==> config.mk <==
export PLATFORM = sky130hd
export DESIGN_NAME = uart_frame_rx
export DESIGN_NICKNAME = d
export VERILOG_FILES = /design/src/rtl/uart_pkg.sv /design/src/rtl/uart_gap_timer.sv /design/src/rtl/uart_frame_rx.sv
export SDC_FILE = /design/constraint.sdc
export NUM_CORES = 1
export LEC_CHECK = 0
export BUFFER_PORTS_ARGS = -buffer_cell sky130_fd_sc_hd__buf_2
export CORE_UTILIZATION = 40
export DETAILED_ROUTE_END_ITERATION = 12
export SLEW_MARGIN = 10
export SYNTH_ARGS = -nofsm -noshare
export SYNTH_HDL_FRONTEND = slang
export SYNTH_SLANG_ARGS = --single-unit
==> constraint.sdc <==
create_clock -name clk -period 3.2 [get_ports clk]
set_input_delay 0.64 -clock clk [delete_from_list [all_inputs] [get_ports clk]]
set_output_delay 0.64 -clock clk [all_outputs]
set_load 0.02 [all_outputs]
==> src/rtl/uart_pkg.sv <==
// Shared UART definitions: receive FSM encoding and frame-size defaults.
package uart_pkg;

    localparam int unsigned UART_FRAME_BYTES    = 40;
    localparam int unsigned UART_TIMEOUT_CYCLES = 50000;

    typedef enum logic [1:0] {
        IDLE    = 2'd0,
        COLLECT = 2'd1,
        HOLD    = 2'd2
    } rx_state_e;

endpackage

==> src/rtl/uart_gap_timer.sv <==
// Idle-gap counter. expired_c flags the enabled cycle that completes LIMIT idle cycles.
module uart_gap_timer #(
    parameter int unsigned LIMIT = 100
) (
    input  logic clk,
    input  logic rst,
    input  logic clear_i,
    input  logic enable_i,
    output logic expired_c
);

    localparam int unsigned TW = $clog2(LIMIT + 1);

    logic [TW-1:0] cnt_q, cnt_d;

    assign expired_c = enable_i && (cnt_q == TW'(LIMIT - 1));

    always_comb begin
        cnt_d = cnt_q;
        if (clear_i) begin
            cnt_d = '0;
        end else if (enable_i) begin
            cnt_d = expired_c ? '0 : cnt_q + TW'(1);
        end
    end

    always_ff @(posedge clk) begin
        if (rst) begin
            cnt_q <= '0;
        end else begin
            cnt_q <= cnt_d;
        end
    end

endmodule

==> src/rtl/uart_frame_rx.sv <==
// Assembles FRAME_BYTES received bytes into one frame and holds it on data
// under a recv/recv_done handshake; reports dropped bytes and inter-byte gaps.
module uart_frame_rx
    import uart_pkg::*;
#(
    parameter int unsigned FRAME_BYTES    = UART_FRAME_BYTES,
    parameter int unsigned TIMEOUT_CYCLES = UART_TIMEOUT_CYCLES
) (
    input  logic                     clk,
    input  logic                     rst,
    input  logic                     rx_valid,
    input  logic [7:0]               rx_byte,
    output logic                     recv,
    output logic [FRAME_BYTES*8-1:0] data,
    input  logic                     recv_done,
    output logic                     overrun,
    output logic                     timeout_err
);

    localparam int unsigned DW = FRAME_BYTES * 8;
    localparam int unsigned CW = $clog2(FRAME_BYTES + 1);

    rx_state_e        state_q, state_d;
    logic [CW-1:0]    count_q, count_d;
    logic [DW-1:0]    asm_q, asm_d;
    logic [DW-1:0]    data_q, data_d;
    logic             recv_q, recv_d;
    logic             overrun_q, overrun_d;
    logic             tmo_q, tmo_d;

    logic             accept_c;
    logic             last_c;
    logic [CW-1:0]    idx_c;
    logic [DW-1:0]    merged_c;
    logic             gap_clear_c;
    logic             gap_enable_c;
    logic             gap_expired_c;

    // A byte is taken when not holding a frame, or when it arrives with the ack.
    assign accept_c = rx_valid && ((state_q == IDLE) || (state_q == COLLECT) ||
                                   ((state_q == HOLD) && recv_done));
    assign idx_c    = (state_q == COLLECT) ? count_q : '0;
    assign last_c   = (idx_c == CW'(FRAME_BYTES - 1));

    always_comb begin
        merged_c = asm_q;
        for (int unsigned k = 0; k < FRAME_BYTES; k++) begin
            if (idx_c == CW'(k)) begin
                merged_c[8*k +: 8] = rx_byte;
            end
        end
    end

    assign gap_enable_c = (state_q == COLLECT) && !rx_valid;
    assign gap_clear_c  = !gap_enable_c;

    uart_gap_timer #(
        .LIMIT (TIMEOUT_CYCLES)
    ) u_gap_timer (
        .clk       (clk),
        .rst       (rst),
        .clear_i   (gap_clear_c),
        .enable_i  (gap_enable_c),
        .expired_c (gap_expired_c)
    );

    always_ff @(posedge clk) begin
        if (rst) begin
            state_q <= IDLE;
        end else begin
            state_q <= state_d;
        end
    end

    always_comb begin
        state_d = state_q;
        unique case (state_q)
            IDLE: begin
                if (accept_c) state_d = last_c ? HOLD : COLLECT;
            end
            COLLECT: begin
                if (accept_c)           state_d = last_c ? HOLD : COLLECT;
                else if (gap_expired_c) state_d = IDLE;
            end
            HOLD: begin
                if (recv_done) begin
                    if (accept_c) state_d = last_c ? HOLD : COLLECT;
                    else          state_d = IDLE;
                end
            end
            default: state_d = IDLE;
        endcase
    end

    always_comb begin
        count_d   = count_q;
        asm_d     = asm_q;
        data_d    = data_q;
        recv_d    = recv_q;
        overrun_d = 1'b0;
        tmo_d     = 1'b0;
        if (accept_c) begin
            asm_d = merged_c;
            if (last_c) begin
                data_d  = merged_c;
                recv_d  = 1'b1;
                count_d = '0;
            end else begin
                recv_d  = 1'b0;
                count_d = idx_c + CW'(1);
            end
        end else if (state_q == HOLD) begin
            if (recv_done)     recv_d    = 1'b0;
            else if (rx_valid) overrun_d = 1'b1;
        end else if (gap_expired_c) begin
            tmo_d   = 1'b1;
            count_d = '0;
        end
    end

    always_ff @(posedge clk) begin
        if (rst) begin
            count_q   <= '0;
            asm_q     <= '0;
            data_q    <= '0;
            recv_q    <= 1'b0;
            overrun_q <= 1'b0;
            tmo_q     <= 1'b0;
        end else begin
            count_q   <= count_d;
            asm_q     <= asm_d;
            data_q    <= data_d;
            recv_q    <= recv_d;
            overrun_q <= overrun_d;
            tmo_q     <= tmo_d;
        end
    end

    assign recv        = recv_q;
    assign data        = data_q;
    assign overrun     = overrun_q;
    assign timeout_err = tmo_q;

endmodule

Yosys cells after proc, flatten, opt, wreduce, memory -nomap -nowiden
Cells that the tools add are included.

cells by class
  mux-type cells = 58
  equality and inequality tests = 46
  bitwise logic cells = 2
  reductions and logical operators = 19
  $add $sub $neg = 2

operators by type and width
  kind                   count
  $mux 8                 40
  $eq 6x5->1 const B     16
  $eq 6x4->1 const B     8
  $eq 6x6->1 const B     8
  $mux 6                 5
  $eq 6x3->1 const B     4
  $add 16x1->16 const B  1
  $eq 16x16->1 const B   1
  $eq 6x2->1 const B     2
  $mux 2                 6
  $add 6x1->6 const B    1
  $eq 6x1->1 const B     1
  $logic_not 6->1        1
  $mux 1                 6
  $ne 2x2->1 const B     3
  $pmux 2 s3             1
  $reduce_and 2->1       3
  $reduce_bool 2->1      3
  $reduce_or 3->1        2
  $logic_and 1x1->1      4
  $reduce_or 4->1        1
  $ne 3x2->1 const B     1
  $reduce_and 3->1       1
  $eq 2x1->1 const B     1
  other kinds (5)        7

word-level totals
  output and inout bits = 323
  flip-flop bits (word level) = 667
  input bits = 12
  logic and storage cells = 135

Longest topological paths before layout
  word-level depth = 7
  depth in mapped cells = 15
  mapped depth without buffers = 9

Modules after synthesis
Synthesis repeated with hierarchy kept, for this count alone.

unflattened totals
  cells, all modules = 3202
  area, all modules = 27287.4 sq um

by module, submodules not included
  module          times used  cells an instance  seq. area each (sq um)  area an instance (sq um)
  uart_frame_rx   1           3116               12872.3                 26464.1
  uart_gap_timer  1           86                 320.3                   823.3

Worst setup path after synthesis
Ideal clock, no wire load.

  kind = flip-flop to flip-flop
  start = register state_q[1]
  end = register data_q[168] (netlist: data[168])
  data arrival time = 2560 ps
  data required time = 3063 ps
  setup time = 137 ps
  slack = 502 ps
  stages on the path, launching flop included = 15
  path buffers = 6
  clock period less this slack = 2698 ps
  cell sequence = dfxtp_1 > inv_1 > ha_1 > buf_4 > buf_4 > nand2_1 > inv_1 > ha_1 > buf_2 > and4b_1 > and4_1 > buf_2 > clkbuf_1 > buf_1 > a211oi_1

on the way
  longest elaborated chain between the ends = 5
  elaborated cells between the ends (all ways) = 12
  those cells by class = 4 x eq/ne; 2 x mux; 6 x reduce/logical

RTL lines
  what                                                            line                  text
  from (decl)                                                     uart_frame_rx.sv:23   rx_state_e state_q, state_d;
  from (signal assigned)                                          uart_frame_rx.sv:71   state_q <= state_d;
  parallel branches: the longest is 5 deep, another holds $mux 8  -
  to (signal assigned)                                            uart_frame_rx.sv:132  data_q <= data_d;
  to (decl)                                                       uart_frame_rx.sv:26   logic [DW-1:0] data_q, data_d;

Parallel ways; which one is timed is not known.
A chain may end at the register's enable or synchronous reset.

Final worst setup path
  start = register state_q[1]
  end = register data_q[260] (netlist: data[260])

on the way
  longest elaborated chain between the ends = 5
  elaborated cells between the ends (all ways) = 12
  those cells by class = 4 x eq/ne; 2 x mux; 6 x reduce/logical

RTL lines
  what
  parallel branches: the longest is 5 deep, another holds $mux 8

Parallel ways; which one is timed is not known.

==> flow_summary.json <==
{
  "status": "finished, final reports clean",
  "synthCells": 2573,
  "leakagePower_nw": 11.3,
  "fin_crit_ps": 2950,
  "dpl_cell_area_sq_mm": 0.0280,
  "final_net_count": 2820,
  "ant_nets": 0,
  "grt_pass1_vias": 19600,
  "path_delay_family": "simple AND/OR/NAND/NOR gates",
  "maxSlewViolCount": 0,
  "clkTransAtPathRegs_ps": 60,
  "finalClockSkew_ps": 30.8,
  "cts_tree": "done",
  "io_buffer_count": 334,
  "dr.pass1.iters": 6,
  "final.setup.tns_ps": 0,
  "timing.hold.ws_ps": 382,
  "synth-seq-cells": 659,
  "grt_max_degree": 203,
  "drcViolationCount": 0,
  "cts_buffers": 72,
  "finalWeightedCongestion": 0.801,
  "initialDrtViolationCount": 1263,
  "tightestPinTransition_ps": 1150,
  "critical_path_buf_inv_count": 4,
  "dieHeight_microns": 255,
  "arrival_ps": 3420,
  "slowest_delay_ps": 380,
  "drt-total-wl_microns": 74700,
  "final_cell_count_no_fill": 3700,
  "crit_slowest_cell": "ha_1",
  "setup_viol": 0,
  "crit_chain": "inv_1 -> ha_1 -> nand2_1 -> inv_1 -> ha_1 -> and4b_1 -> and4_4 -> buf_12 -> buf_12 -> nor2_1 -> a311oi_1",
  "final_cell_mix": "dfxtp_1, nor2_1, buf_2, a22o_1, mux2i_1",
  "grt_pass1_wl_microns": 114000,
  "worstRegToRegCells": 11,
  "gr-total-overflow": 0,
  "grt_antenna_before_repair": 2,
  "cp-start-kind": "register",
  "design.die.area_sq_mm": 0.0649,
  "ff_latch_area_sq_mm": 0.0132,
  "setup_ws_ps": 253,
  "multi_input_comb_area_sq_mm": 0.0113,
  "worstPathMaxFanout": 77,
  "wl_per_cell_microns": 20.2,
  "dp_slack_ps": 316,
  "relSlewSlack_pct": 23.2,
  "ctsHoldBuffers": 0,
  "drv_cap": 0,
  "max_clock_freq_ghz": 0.339,
  "worst_setup_path_end_kind": "register",
  "final_common_cell": "dfxtp_1",
  "synthToLayoutAreaGrowth_pct": 19.2,
  "drive_above_1_share_pct": 20.6,
  "grt_usage_pct": 22.3,
  "cts_root_buf": "clkbuf_16",
  "core_area_sq_mm": 0.0631,
  "cts_resized": 0,
  "dpl.hpwl_microns": 47300,
  "num_rows": 92,
  "postLayoutCoreUtil_pct": 48.3,
  "p_per_area_mw_per_mm2": 573,
  "total_power_mw": 17.4,
  "synth_area_sq_mm": 0.0255,
  "fin_crit_sh_pct": 92.1,
  "via_per_inst": 5.54,
  "io_pins": 335,
  "ys_types": 58,
  "async_reset_ff_share_pct": 0,
  "critPathRequiredTime_ps": 3670,
  "cts.path.max_buffers": 3,
  "fin_area_sq_mm": 0.0304,
  "rsz0062_at_grt": "no",
  "synthFlopType": "dfxtp_1",
  "start_util_pct": 40.5,
  "synth_edf_count": 0,
  "clkSinkCount": 659,
  "htree_levels": 3,
  "path_class": "reg -> reg",
  "ir_drop_uv": 368,
  "whs_path_depth": 3,
  "synth.avg_cell_area_sq_um": 9.93,
  "syn_nets": 2594,
  "seq_area_frac_synth_pct": 51.6,
  "via_count": 20500,
  "worst_skew_pair.late_latency_ps": 610,
  "hp-class": "in -> reg",
  "dp_cells": 3571,
  "floorplan.die.width_microns": 255,
  "hold_viol": 0,
  "yosysWarningCount": 0,
  "cts_setup_buffers": 0,
  "crit_cells": 11,
  "fill_cells": 5898
}
synthesized netlist by cell type, types with 5 or more instances:
master,instances,share of area (%)
a211oi_1,184,5.4
a21oi_1,45,0.88
a22o_1,273,9.4
a311oi_1,97,3.3
buf_1,8,0.12
buf_2,60,1.2
buf_4,6,0.18
clkbuf_1,166,2.4
dfxtp_1,659,52
ha_1,9,0.44
inv_1,12,0.18
mux2i_1,224,8.8
nand2_1,130,1.9
nand2b_1,5,0.12
nand3_1,8,0.16
nand4_1,6,0.15
nor2_1,376,5.5
nor2_2,14,0.34
nor2_4,9,0.40
nor3_1,57,1.1
nor3_2,10,0.39
nor4_1,5,0.12
o21ai_0,99,1.9
o21ai_1,22,0.43
o21ai_2,12,0.41
xnor2_1,11,0.38
state kept, by name (all words and copies together), names as in the netlist:
register	flops
asm_q	312
overrun	1
data	320
timeout_err	1
u_gap_timer.cnt_q	16
state_q	2
count_q	6
recv	1
power by group:
| part | total, mW | leakage [nW] | switching (mW) | internal [mW] |
|---|---|---|---|---|
| sequential | 8.23 | 5.31 | 0.00944 | 8.22 |
| clock | 8.55 | 1.20 | 3.38 | 5.17 |
| combinational | 0.669 | 4.77 | 0.534 | 0.135 |
| total | 17.4 | 11.3 | 3.92 | 13.5 |
path summary, 6_finish.rpt:
| kind | startpoint | to | slack, ps |
|---|---|---|---|
| worst max-delay path | state_q[1] | data[260] | 250 |
| worst min-delay path | recv_done | overrun | 380 |
| worst max register to register | state_q[1] | data[260] | 250 |
| worst min register to register | data[314] | data[314] | 460 |
layer usage:
metal / GRT usage, % / vias to the layer above / wire length (microns)
met5: 0 / - / 0
met4: 7.25 / 0 / 1640
met3: 4.11 / 110 / 4630
met2: 36.2 / 567 / 35000
met1: 29.6 / 9932 / 33400
li1: - / 9903 / -
area by class of cell:
cell class | count | share of cell area [%]
timing repair buffer | 396 | 7.90
inverter | 12 | 0.148
clock inverter | 29 | 1.25
tap | 846 | 3.48
sequential | 659 | 43.3
antenna | 1 | 0.00822
clock buffer | 99 | 6.78
multi-input combinational | 1658 | 37.1
kinds of logic (layout without fill, tap and decap cells):
group / count (synthesis) / count (layout) / share of synthesized area [%]
DFF: 659 / 659 / 51.6
AOI/OAI and AO/OA: 744 / 744 / 22.2
buffers and inverters: 256 / 536 / 4.24
and+or+nand+nor: 668 / 668 / 12.2
other: 0 / 1 / 0
xor gates and xnor gates: 13 / 13 / 0.446
muxes: 224 / 224 / 8.78
adders and majority gates: 9 / 9 / 0.441
worst min-delay path, stage by stage:
cell and delay [ps]:
buf_2 100, nand2b_1 130, nor4b_1 60
No activity file was read; power rests on OpenSTA's default activity.
